<file path="src/rtl/roc_pkg.sv">
// Shared constants for the rank-order-coded AER link. The encoder imports the
// same package so both ends agree on the preamble code and repeat count.
package roc_pkg;

  localparam int                   AER_WIDTH    = 10;
  localparam logic [AER_WIDTH-1:0] RESET_CODE   = 10'h1FF;
  localparam int                   RESET_REPEAT = 2;

  typedef enum logic [1:0] {
    IDLE    = 2'd0,
    UPDATE  = 2'd1,
    WAIT_LO = 2'd2
  } dec_state_e;

endpackage

</file>
<file path="src/rtl/roc_decoder_aer_rx_handshake.sv">
// 4-phase AER receive handshake. Latches the event address, raises the
// acknowledge and presents a one-cycle evt_valid/evt_addr pulse to the rank
// logic.
// Build option: ROC_DECODER_REQ_SYNC_EN inserts a 2-flop synchroniser on the
// request so the transmitter may sit in another clock domain.
//
// state   | meaning
// --------+-----------------------------------------------------------
// IDLE    | waiting for request; ack low
// UPDATE  | one cycle: latched address is handed to the rank logic
// WAIT_LO | ack high, waiting for the request to return low
module aer_rx_handshake
  import roc_pkg::*;
(
  input  logic                 clk,
  input  logic                 rst,
  input  logic [AER_WIDTH-1:0] aer_addr,
  input  logic                 aer_req,
  output logic                 aer_ack,
  output logic                 evt_valid,
  output logic [AER_WIDTH-1:0] evt_addr
);

  dec_state_e           state_q, state_d;
  logic                 ack_q, ack_d;
  logic [AER_WIDTH-1:0] addr_q, addr_d;
  logic                 req_s;

`ifdef ROC_DECODER_REQ_SYNC_EN
  logic [1:0] sync_q, sync_d;

  // shift the raw request through two flops before the FSM sees it
  always_comb sync_d = {sync_q[0], aer_req};

  // synchroniser register
  always_ff @(posedge clk) begin
    if (rst) sync_q <= '0;
    else     sync_q <= sync_d;
  end

  assign req_s = sync_q[1];
`else
  assign req_s = aer_req;
`endif

  // handshake state, acknowledge and latched address
  always_ff @(posedge clk) begin
    if (rst) begin
      state_q <= IDLE;
      ack_q   <= 1'b0;
      addr_q  <= '0;
    end else begin
      state_q <= state_d;
      ack_q   <= ack_d;
      addr_q  <= addr_d;
    end
  end

  // next-state logic; address is captured only on the request edge
  always_comb begin
    state_d = state_q;
    ack_d   = ack_q;
    addr_d  = addr_q;
    case (state_q)
      IDLE: begin
        if (req_s) begin
          addr_d  = aer_addr;
          ack_d   = 1'b1;
          state_d = UPDATE;
        end
      end
      UPDATE: state_d = WAIT_LO;
      WAIT_LO: begin
        if (!req_s) begin
          ack_d   = 1'b0;
          state_d = IDLE;
        end
      end
      default: begin
        ack_d   = 1'b0;
        state_d = IDLE;
      end
    endcase
  end

  assign aer_ack   = ack_q;
  assign evt_valid = (state_q == UPDATE);
  assign evt_addr  = addr_q;

endmodule

</file>
<file path="src/rtl/roc_decoder.sv">
// Rank-order-code AER decoder. Arms on a run of preamble codes, then assigns
// each new pixel index its arrival rank and tracks winner, count and errors.
// Build option: ROC_DECODER_REQ_SYNC_EN (see aer_rx_handshake) synchronises
// AER_REQ; undefined, the transmitter must run on CLK.
module roc_decoder
  import roc_pkg::*;
#(
  parameter int IMAGE_SIZE      = 256,
  parameter int IMAGE_SIZE_BITS = $clog2(IMAGE_SIZE)
) (
  input  logic                       CLK,
  input  logic                       RST,
  input  logic [AER_WIDTH-1:0]       AER_ADDR,
  input  logic                       AER_REQ,
  output logic                       AER_ACK,
  input  logic                       STOP,
  input  logic [IMAGE_SIZE_BITS-1:0] RANK_RD_ADDR,
  output logic [IMAGE_SIZE_BITS-1:0] RANK_RD_DATA,
  output logic                       RANK_RD_VALID,
  output logic [IMAGE_SIZE_BITS-1:0] WINNER,
  output logic                       WINNER_VALID,
  output logic [IMAGE_SIZE_BITS:0]   EVENT_CNT,
  output logic                       ARMED,
  output logic                       DONE,
  output logic                       DUP_ERR,
  output logic                       ADDR_ERR
);

  localparam int                     RC_W     = $clog2(RESET_REPEAT + 1);
  localparam logic [RC_W-1:0]        RC_FULL  = RC_W'(RESET_REPEAT);
  localparam logic [RC_W-1:0]        RC_LAST  = RC_W'(RESET_REPEAT - 1);
  localparam logic [IMAGE_SIZE_BITS:0] CNT_FULL = (IMAGE_SIZE_BITS + 1)'(IMAGE_SIZE);

  logic                       evt_valid;
  logic [AER_WIDTH-1:0]       evt_addr;
  logic [IMAGE_SIZE_BITS-1:0] evt_idx;

  logic                       armed_q, armed_d;
  logic                       done_q, done_d;
  logic [IMAGE_SIZE_BITS-1:0] winner_q, winner_d;
  logic                       winner_vld_q, winner_vld_d;
  logic [IMAGE_SIZE_BITS:0]   cnt_q, cnt_d;
  logic                       dup_q, dup_d;
  logic                       aerr_q, aerr_d;
  logic [RC_W-1:0]            rcnt_q, rcnt_d;
  logic [IMAGE_SIZE-1:0]      valid_q, valid_d;
  logic [IMAGE_SIZE_BITS-1:0] rank_q [IMAGE_SIZE];
  logic                       rank_we;

  aer_rx_handshake u_hs (
    .clk       (CLK),
    .rst       (RST),
    .aer_addr  (AER_ADDR),
    .aer_req   (AER_REQ),
    .aer_ack   (AER_ACK),
    .evt_valid (evt_valid),
    .evt_addr  (evt_addr)
  );

  assign evt_idx = evt_addr[IMAGE_SIZE_BITS-1:0];

  // decoder status registers
  always_ff @(posedge CLK) begin
    if (RST) begin
      armed_q      <= 1'b0;
      done_q       <= 1'b0;
      winner_q     <= '0;
      winner_vld_q <= 1'b0;
      cnt_q        <= '0;
      dup_q        <= 1'b0;
      aerr_q       <= 1'b0;
      rcnt_q       <= '0;
      valid_q      <= '0;
    end else begin
      armed_q      <= armed_d;
      done_q       <= done_d;
      winner_q     <= winner_d;
      winner_vld_q <= winner_vld_d;
      cnt_q        <= cnt_d;
      dup_q        <= dup_d;
      aerr_q       <= aerr_d;
      rcnt_q       <= rcnt_d;
      valid_q      <= valid_d;
    end
  end

  // rank storage; stale entries are masked by valid_q so no reset is needed
  always_ff @(posedge CLK) begin
    if (rank_we) rank_q[evt_idx] <= cnt_q[IMAGE_SIZE_BITS-1:0];
  end

  // event rules; preamble handling takes priority over everything else
  always_comb begin
    armed_d      = armed_q;
    done_d       = done_q | STOP | (cnt_q == CNT_FULL);
    winner_d     = winner_q;
    winner_vld_d = winner_vld_q;
    cnt_d        = cnt_q;
    dup_d        = dup_q;
    aerr_d       = aerr_q;
    rcnt_d       = rcnt_q;
    valid_d      = valid_q;
    rank_we      = 1'b0;
    if (evt_valid) begin
      if (evt_addr == RESET_CODE) begin
        if (rcnt_q != RC_FULL) rcnt_d = rcnt_q + 1'b1;
        // arm only on the code that completes the run, not on later repeats
        if (rcnt_q == RC_LAST) begin
          armed_d      = 1'b1;
          done_d       = 1'b0;
          valid_d      = '0;
          cnt_d        = '0;
          winner_vld_d = 1'b0;
          dup_d        = 1'b0;
          aerr_d       = 1'b0;
        end
      end else begin
        rcnt_d = '0;
        if (armed_q && !done_q) begin
          if (32'(evt_addr) >= IMAGE_SIZE) begin
            aerr_d = 1'b1;
          end else if (valid_q[evt_idx]) begin
            dup_d = 1'b1;
          end else begin
            rank_we          = 1'b1;
            valid_d[evt_idx] = 1'b1;
            cnt_d            = cnt_q + 1'b1;
            if (cnt_q == '0) begin
              winner_d     = evt_idx;
              winner_vld_d = 1'b1;
            end
          end
        end
      end
    end
  end

  assign RANK_RD_VALID = valid_q[RANK_RD_ADDR];
  assign RANK_RD_DATA  = valid_q[RANK_RD_ADDR] ? rank_q[RANK_RD_ADDR] : '0;
  assign WINNER        = winner_q;
  assign WINNER_VALID  = winner_vld_q;
  assign EVENT_CNT     = cnt_q;
  assign ARMED         = armed_q;
  assign DONE          = done_q;
  assign DUP_ERR       = dup_q;
  assign ADDR_ERR      = aerr_q;

endmodule
</file>
<file path="config.mk">
export PLATFORM = sky130hd
export DESIGN_NAME = roc_decoder
export DESIGN_NICKNAME = d
export VERILOG_FILES = /design/src/rtl/roc_pkg.sv /design/src/rtl/roc_decoder_aer_rx_handshake.sv /design/src/rtl/roc_decoder.sv
export SDC_FILE = /design/constraint.sdc
export NUM_CORES = 2
export LEC_CHECK = 0
export BUFFER_PORTS_ARGS = -buffer_cell sky130_fd_sc_hd__buf_2
export CAP_MARGIN = 20
export CORE_MARGIN = 4
export CORE_UTILIZATION = 45
export DETAILED_ROUTE_END_ITERATION = 16
export PLACE_DENSITY = 0.63
export SLEW_MARGIN = 15
export SYNTH_ARGS = -nofsm -noshare
export SYNTH_HDL_FRONTEND = slang
export SYNTH_SLANG_ARGS = --single-unit
</file>
<file path="constraint.sdc">
create_clock -name CLK -period 5.2 [get_ports CLK]
set_input_delay 0.52 -clock CLK [delete_from_list [all_inputs] [get_ports CLK]]
set_output_delay 0.52 -clock CLK [all_outputs]
set_load 0.1 [all_outputs]
</file>
Word level (Yosys, flattened, before mapping)
Memories as Yosys holds them, arrays and structs flattened.
Cells that the tools add are included.
{ "totals": {"ff_bits": 293, "ramBits": 2048, "output_inout_bits": 32, "wordCells": 105, "mem_count": 1} }
{ "op_classes": {"addsub": 2, "magnitude_cmp": 4, "eq_ne": 12, "n_mux": 48, "bitwise_logic": 7, "reduce_logical": 19} }
{ "mem_list": {"columns": ["memory", "depth", "width", "rd", "rd_clocked_by_memory_dff", "wr", "line_no", "source"], "rows": [
  ["rank_q", 256, 8, 1, 0, 1, "roc_decoder.sv:47", "logic [IMAGE_SIZE_BITS-1:0] rank_q [IMAGE_SIZE];"]
]} }
{ "ops": {"columns": ["operator", "count"], "rows": [
  ["two-way mux 256 bit", 5],
  ["bitwise OR 256 bit", 1],
  ["two-way mux 9 bit", 5],
  ["two-way mux 1 bit", 28],
  ["less-than comparator 8 x 9 -> 1 bit, second input constant", 2],
  ["binary-select mux 1 bit (select 8 bit)", 2],
  ["AND reduction 6 bit", 2],
  ["equality test 10 x 9 -> 1 bit, second input constant", 1],
  [">= comparator 10 x 9 -> 1 bit, second input constant", 1],
  ["!= test 2 bit, second input constant", 5],
  ["AND reduction 5 bit", 2],
  ["adder 9 x 1 -> 9 bit, second input constant", 1],
  ["equality test 9 bit, second input constant", 1],
  ["zero test 9 bit", 1],
  ["demux 1 bit (select 8 bit)", 1],
  [">= comparator 8 x 1 -> 1 bit, second input constant", 1],
  ["two-way mux 2 bit", 4],
  ["two-way mux 8 bit", 1],
  ["nonzero test 2 bit", 4],
  ["one-hot mux 2 bit (3 select lines)", 1],
  ["AND reduction 2 bit", 3],
  ["AND reduction 3 bit", 2],
  ["equality test 2 x 1 -> 1 bit, second input constant", 2],
  ["!= test 2 x 1 -> 1 bit, second input constant", 2],
  ["9 further kinds", 14]
]} }

Depth between registers and ports, before layout
{ "depth": {"depth_word": 9, "ltp_mapped": 15, "depth_no_buf": 8} }

Hierarchy
From an unflattened synthesis, not the netlist that was laid out.
{ "unflattened": {"cells_unflattened": 4462, "area_unflattened_um2": 93214.4} }
{ "modules_own_cells": {"columns": ["module", "instances", "cells_per_inst", "area_each_um2", "seq_area_each_um2"], "rows": [
  ["roc_decoder", 1, 4417, 92742.7, 67104.4],
  ["aer_rx_handshake", 1, 45, 471.7, 260.2]
]} }

Worst setup path after synthesis
Ideal clock, no wire load.
{ "synth_path": {"path_kind": "reg2reg", "start": "register cnt_q[0], in the netlist EVENT_CNT[0]", "end": "register winner_q[4], in the netlist WINNER[4]", "t_arrival_ps": 5944, "path_slack_ps": -815, "stages_incl_launch_ff": 9, "period_less_slack_ps": 6015, "path_cell_list": "dfxtp_1 -> inv_1 -> ha_1 -> nor4b_1 -> nand2_1 -> nor2_1 -> nand2_1 -> o21ai_0 -> a21oi_1"} }
{ "synth_between": {"elab_chain_cells": 2} }
{ "synth_rtl": {"columns": ["element", "line_no", "source"], "rows": [
  ["start: declaration", "roc_decoder.sv:42", "logic [IMAGE_SIZE_BITS:0] cnt_q, cnt_d;"],
  ["start signal: assignment", "roc_decoder.sv:79", "cnt_q <= cnt_d;"],
  ["zero test 9 bit", "roc_decoder.sv:128", "if (cnt_q == '0) begin"],
  ["AND reduction 6 bit (no source line)", null, null],
  ["end signal: assignment", "roc_decoder.sv:77", "winner_q <= winner_d;"],
  ["end: declaration", "roc_decoder.sv:40", "logic [IMAGE_SIZE_BITS-1:0] winner_q, winner_d;"]
]} }
No other way between the ends.
A chain may end at the register's enable or synchronous reset.

Worst setup path after layout
{ "layout_path": {"start": "input port RANK_RD_ADDR[0]", "end": "output port RANK_RD_DATA[5]"} }
{ "layout_between": {"elab_chain_cells": 3} }
{ "layout_rtl": {"columns": ["element", "line_no", "source"], "rows": [
  ["start: declaration", "roc_decoder.sv:17", "input logic [IMAGE_SIZE_BITS-1:0] RANK_RD_ADDR,"],
  ["binary-select mux 1 bit (select 8 bit)", "roc_decoder.sv:139", "assign RANK_RD_DATA = valid_q[RANK_RD_ADDR] ? rank_q[RANK_RD_ADDR] : '0;"],
  ["two-way mux 1 bit (implied by the code)", "roc_decoder.sv:139", null],
  ["two-way mux 8 bit (*)", "roc_decoder.sv:139", null],
  ["end: declaration", "roc_decoder.sv:18", "output logic [IMAGE_SIZE_BITS-1:0] RANK_RD_DATA,"]
]} }
Every way passes the cells marked *; elsewhere a longest branch is shown, timed or not. The select of a mux whose other input is x is not followed.

==> impl_results.md <==
* Outcome: complete, no violations
* Fmax at 208.7 MHz
* Crit-path slowest cell: mux4_2
* Drc violations at 0
* Most frequent cells in the layout: edfxtp_1 (2048), mux4_2 (813), buf_4 (434)
* Pwr per Cell Area at 351.1 nW/µm²
* CORE AREA at 205200 µm²
* Final setup viols at 0
* GP Congestion at slightly below 0.8
* Grt ovf at 0
* Fin Setup TNS at 0 ns
* Slew of the pin with the lowest slew margin at 1.388 ns
* CTS tree: done
* Final net count at around 4800
* First drt pass iteration count at 7
* DIE WIDTH at 462.7 µm
* Sequential cell area fraction in the yosys report at roughly 72%
* Min Tclk post-route at 4.790 ns
* Initial antenna violation count at 5
* Fillers at 15840
* Antenna viol nets, final at 0
* CP Max Fanout at 26
* RSZ-0062 raised after global routing: no
* Max-cap viol count at 0
* LEAKAGE at 31.26 nW
* Syn Area/Cell at about 21 µm²
* CP endpoint kind: output port
* Synthesized instance count at 4392
* Via count at roughly 48000
* Layout Cells excl Fill at 7702
* H-tree Lvls at 4
* First-pass GRT wire length at 346400 µm
* Fin crit share at approximately 92%
* CP top delay family: multiplexers
* Yosys Warn Count at 0
* Dominant synthesized flop cell: edfxtp_1
* Initial DRC count at about 5700
* Wire length per cell at roughly 30 µm
* Vias per cell at 6.179
* Worst clock skew at 0.05655 ns
* Clock buffer count from CTS at 225
* Share of layout cells above drive strength 1 at a little over a third
* WP buf/inv at 5
* Overall Global Routing Usage at 22.04%
* Yosys cell types at 49
* Pins Over Slew Limit at 0
* Ports at 54
* Initial Util at a little under half
* Synth Register Bits at about 2300
* Syn Std Cell Area at 93030 µm²
* Required @ worst endpoint at 4.68 ns
* VDD IR max at approximately 0.32 mV
* Crit path launch type: input pin
* Clock sinks at between 2000 and 2500
* WS Path Type: input pin to output port
* Port Buffers at 53
* Most common cell after layout, fill and taps aside: edfxtp_1
* Crit-path most repeated cell: mux4_2
* Area delta synth->final at 15.15%
* Final Hold Vio Count at 0
* Die area at 214100 µm²
* Async S/R FF share, synth at 0%
* Site row count at approximately 170
* Clock insertion delay at the later pin of the skew report at 0.86 ns
* Vias in the first global route at 47800
* Largest net degree at the start of global routing at 263
* Slowest stage delay, CP at just over 0.6 ns
* EDFF count, synth at 2048
* Hold Path Class: input pin to register
* CP arrival at 4.27 ns
* Detail Placement HPWL at 143400 µm
* Syn Nets at 4418
* Placed Cells at 7266
* Max-slew headroom at under 10%
* Routed WL at 237000 µm
* Clock slew at reported path FFs at 0.06 ns
* Max Root-Sink Buffers at 3
* Clk root buf: clkbuf_16
* Die H at roughly 460 µm
* CP Cell Sequence: buf_8 -> buf_12 -> buf_12 -> buf_4 -> mux4_2 -> mux4_2 -> mux4_2 -> mux2i_1 -> a211oi_2 -> buf_2
[layout make-up]
cell class	count	area, µm²	share of cell area [%]
multi-input cells	1692	24330	22.71
clock inverters	140	1244	1.161
inverters	7	26.28	0.02453
clock buffers	275	5944	5.549
repair buffers	553	4791	4.472
well taps	2688	3363	3.140
diodes	6	15.01	0.01402
flip-flops and latches	2341	67400	62.93
[stage by stage]
step                      power, mW  worst slack (ns)  hold WS (ns)  util (%)  cell area (µm²)
final                         37.60            0.4095        0.1082     52.20           107100
after floorplan               21.54          0.007373        0.4532         -            93080
after global routing          38.81            0.2917       0.09232     52.20           107100
after detailed placement      22.09            0.3508        0.4616     48.61            99740
after global placement        22.08            0.3598        0.4603     48.59            99710
after CTS                     37.90            0.3594       0.03557     52.17           107100
[final timing paths]
| kind | cells past startpoint | end | slack, ns | startpoint |
|---|---|---|---|---|
| worst max-delay path | 10 | RANK_RD_DATA[5] | 0.41 | RANK_RD_ADDR[0] |
| worst min-delay path | 2 | rcnt_q[0]$_SDFFE_PP0P_ | 0.11 | RST |
| worst max register to register | 11 | rank_q[171][7]$_DFFE_PP_ | 0.58 | u_hs.evt_addr[0]$_SDFFE_PP0P_ |
| worst min register to register | 2 | WINNER[3]$_SDFFE_PP0P_ | 0.48 | WINNER[3]$_SDFFE_PP0P_ |
[cells in the mapped netlist (5+ instances only)]
library cell | number | area, µm²
edfxtp_1 | 2048 | 61500
mux4_2 | 813 | 18310
dfxtp_1 | 293 | 5866
nor3_1 | 263 | 1316
a22o_1 | 256 | 2242
clkbuf_1 | 225 | 844.6
buf_1 | 66 | 247.7
nand2_1 | 60 | 225.2
buf_2 | 46 | 230.2
nor2_1 | 39 | 146.4
mux2i_1 | 37 | 370.4
a21oi_1 | 35 | 175.2
nand3_1 | 31 | 155.2
nor2b_1 | 23 | 143.9
a211oi_1 | 17 | 127.6
nand4_1 | 14 | 87.58
buf_4 | 11 | 82.58
o21ai_0 | 11 | 55.05
nand3b_1 | 10 | 75.07
a22oi_1 | 9 | 67.56
nor3_4 | 9 | 146.4
nand2b_1 | 8 | 50.05
inv_1 | 7 | 26.28
nor3_2 | 7 | 70.07
mux2_2 | 6 | 67.56
o31ai_1 | 6 | 45.04
or4_1 | 5 | 37.54
[report_power, final]
group	total [mW]	switching, mW	internal, mW
clock network	15.9	7.00	8.92
logic	1.53	0.894	0.632
registers	20.2	0.0325	20.1
[worst register-to-register path, stage by stage, from the launching register on]
cell and delay, ns:
dfxtp_2 0.81, buf_4 0.46, mux4_2 0.56, nand3_1 0.10, nand3_1 0.08, a221oi_1 0.38, nor4_1 0.15, o32ai_2 0.35
nand2_4 0.15, buf_12 0.25, nor3_1 0.79, buf_4 0.25
[layer usage]
layer / up-vias / track usage (%) / routed length [µm]
met2: 2104 / 35.56 / 117000
met4: 0 / 6.164 / 6556
met5: - / 0 / 0
met1: 25530 / 31.18 / 95410
met3: 353 / 3.946 / 17960
li1: 19610 / - / -
[sequential cells by signal, indices dropped and copies added (netlist names), named ones only]
name and count:
ADDR_ERR 1, ARMED 1, DONE 1, DUP_ERR 1, EVENT_CNT 9, WINNER 8
WINNER_VALID 1, rank_q 2048, rcnt_q 2, u_hs.aer_ack 1, u_hs.evt_addr 10, u_hs.state_q 2
valid_q 255
[kinds of logic (layout without fill, tap and decap cells)]
family	Yosys count	after routing	synth area share [%]
muxes	856	856	20.15
buffers and inverters	359	975	1.587
and+or+nand+nor	483	483	2.742
other	0	6	0
DFF	2341	2341	72.41
adders and majority gates	4	4	0.05380
AOI/OAI and AO/OA	349	349	3.050
[timing repair]
item,4_1_cts,5_1_grt
endpoints found under the hold margin,12,0
setup buffers,0,0
hold buffers,12,0
gates resized for setup,0,0
No activity file was read; power rests on OpenSTA's default activity.
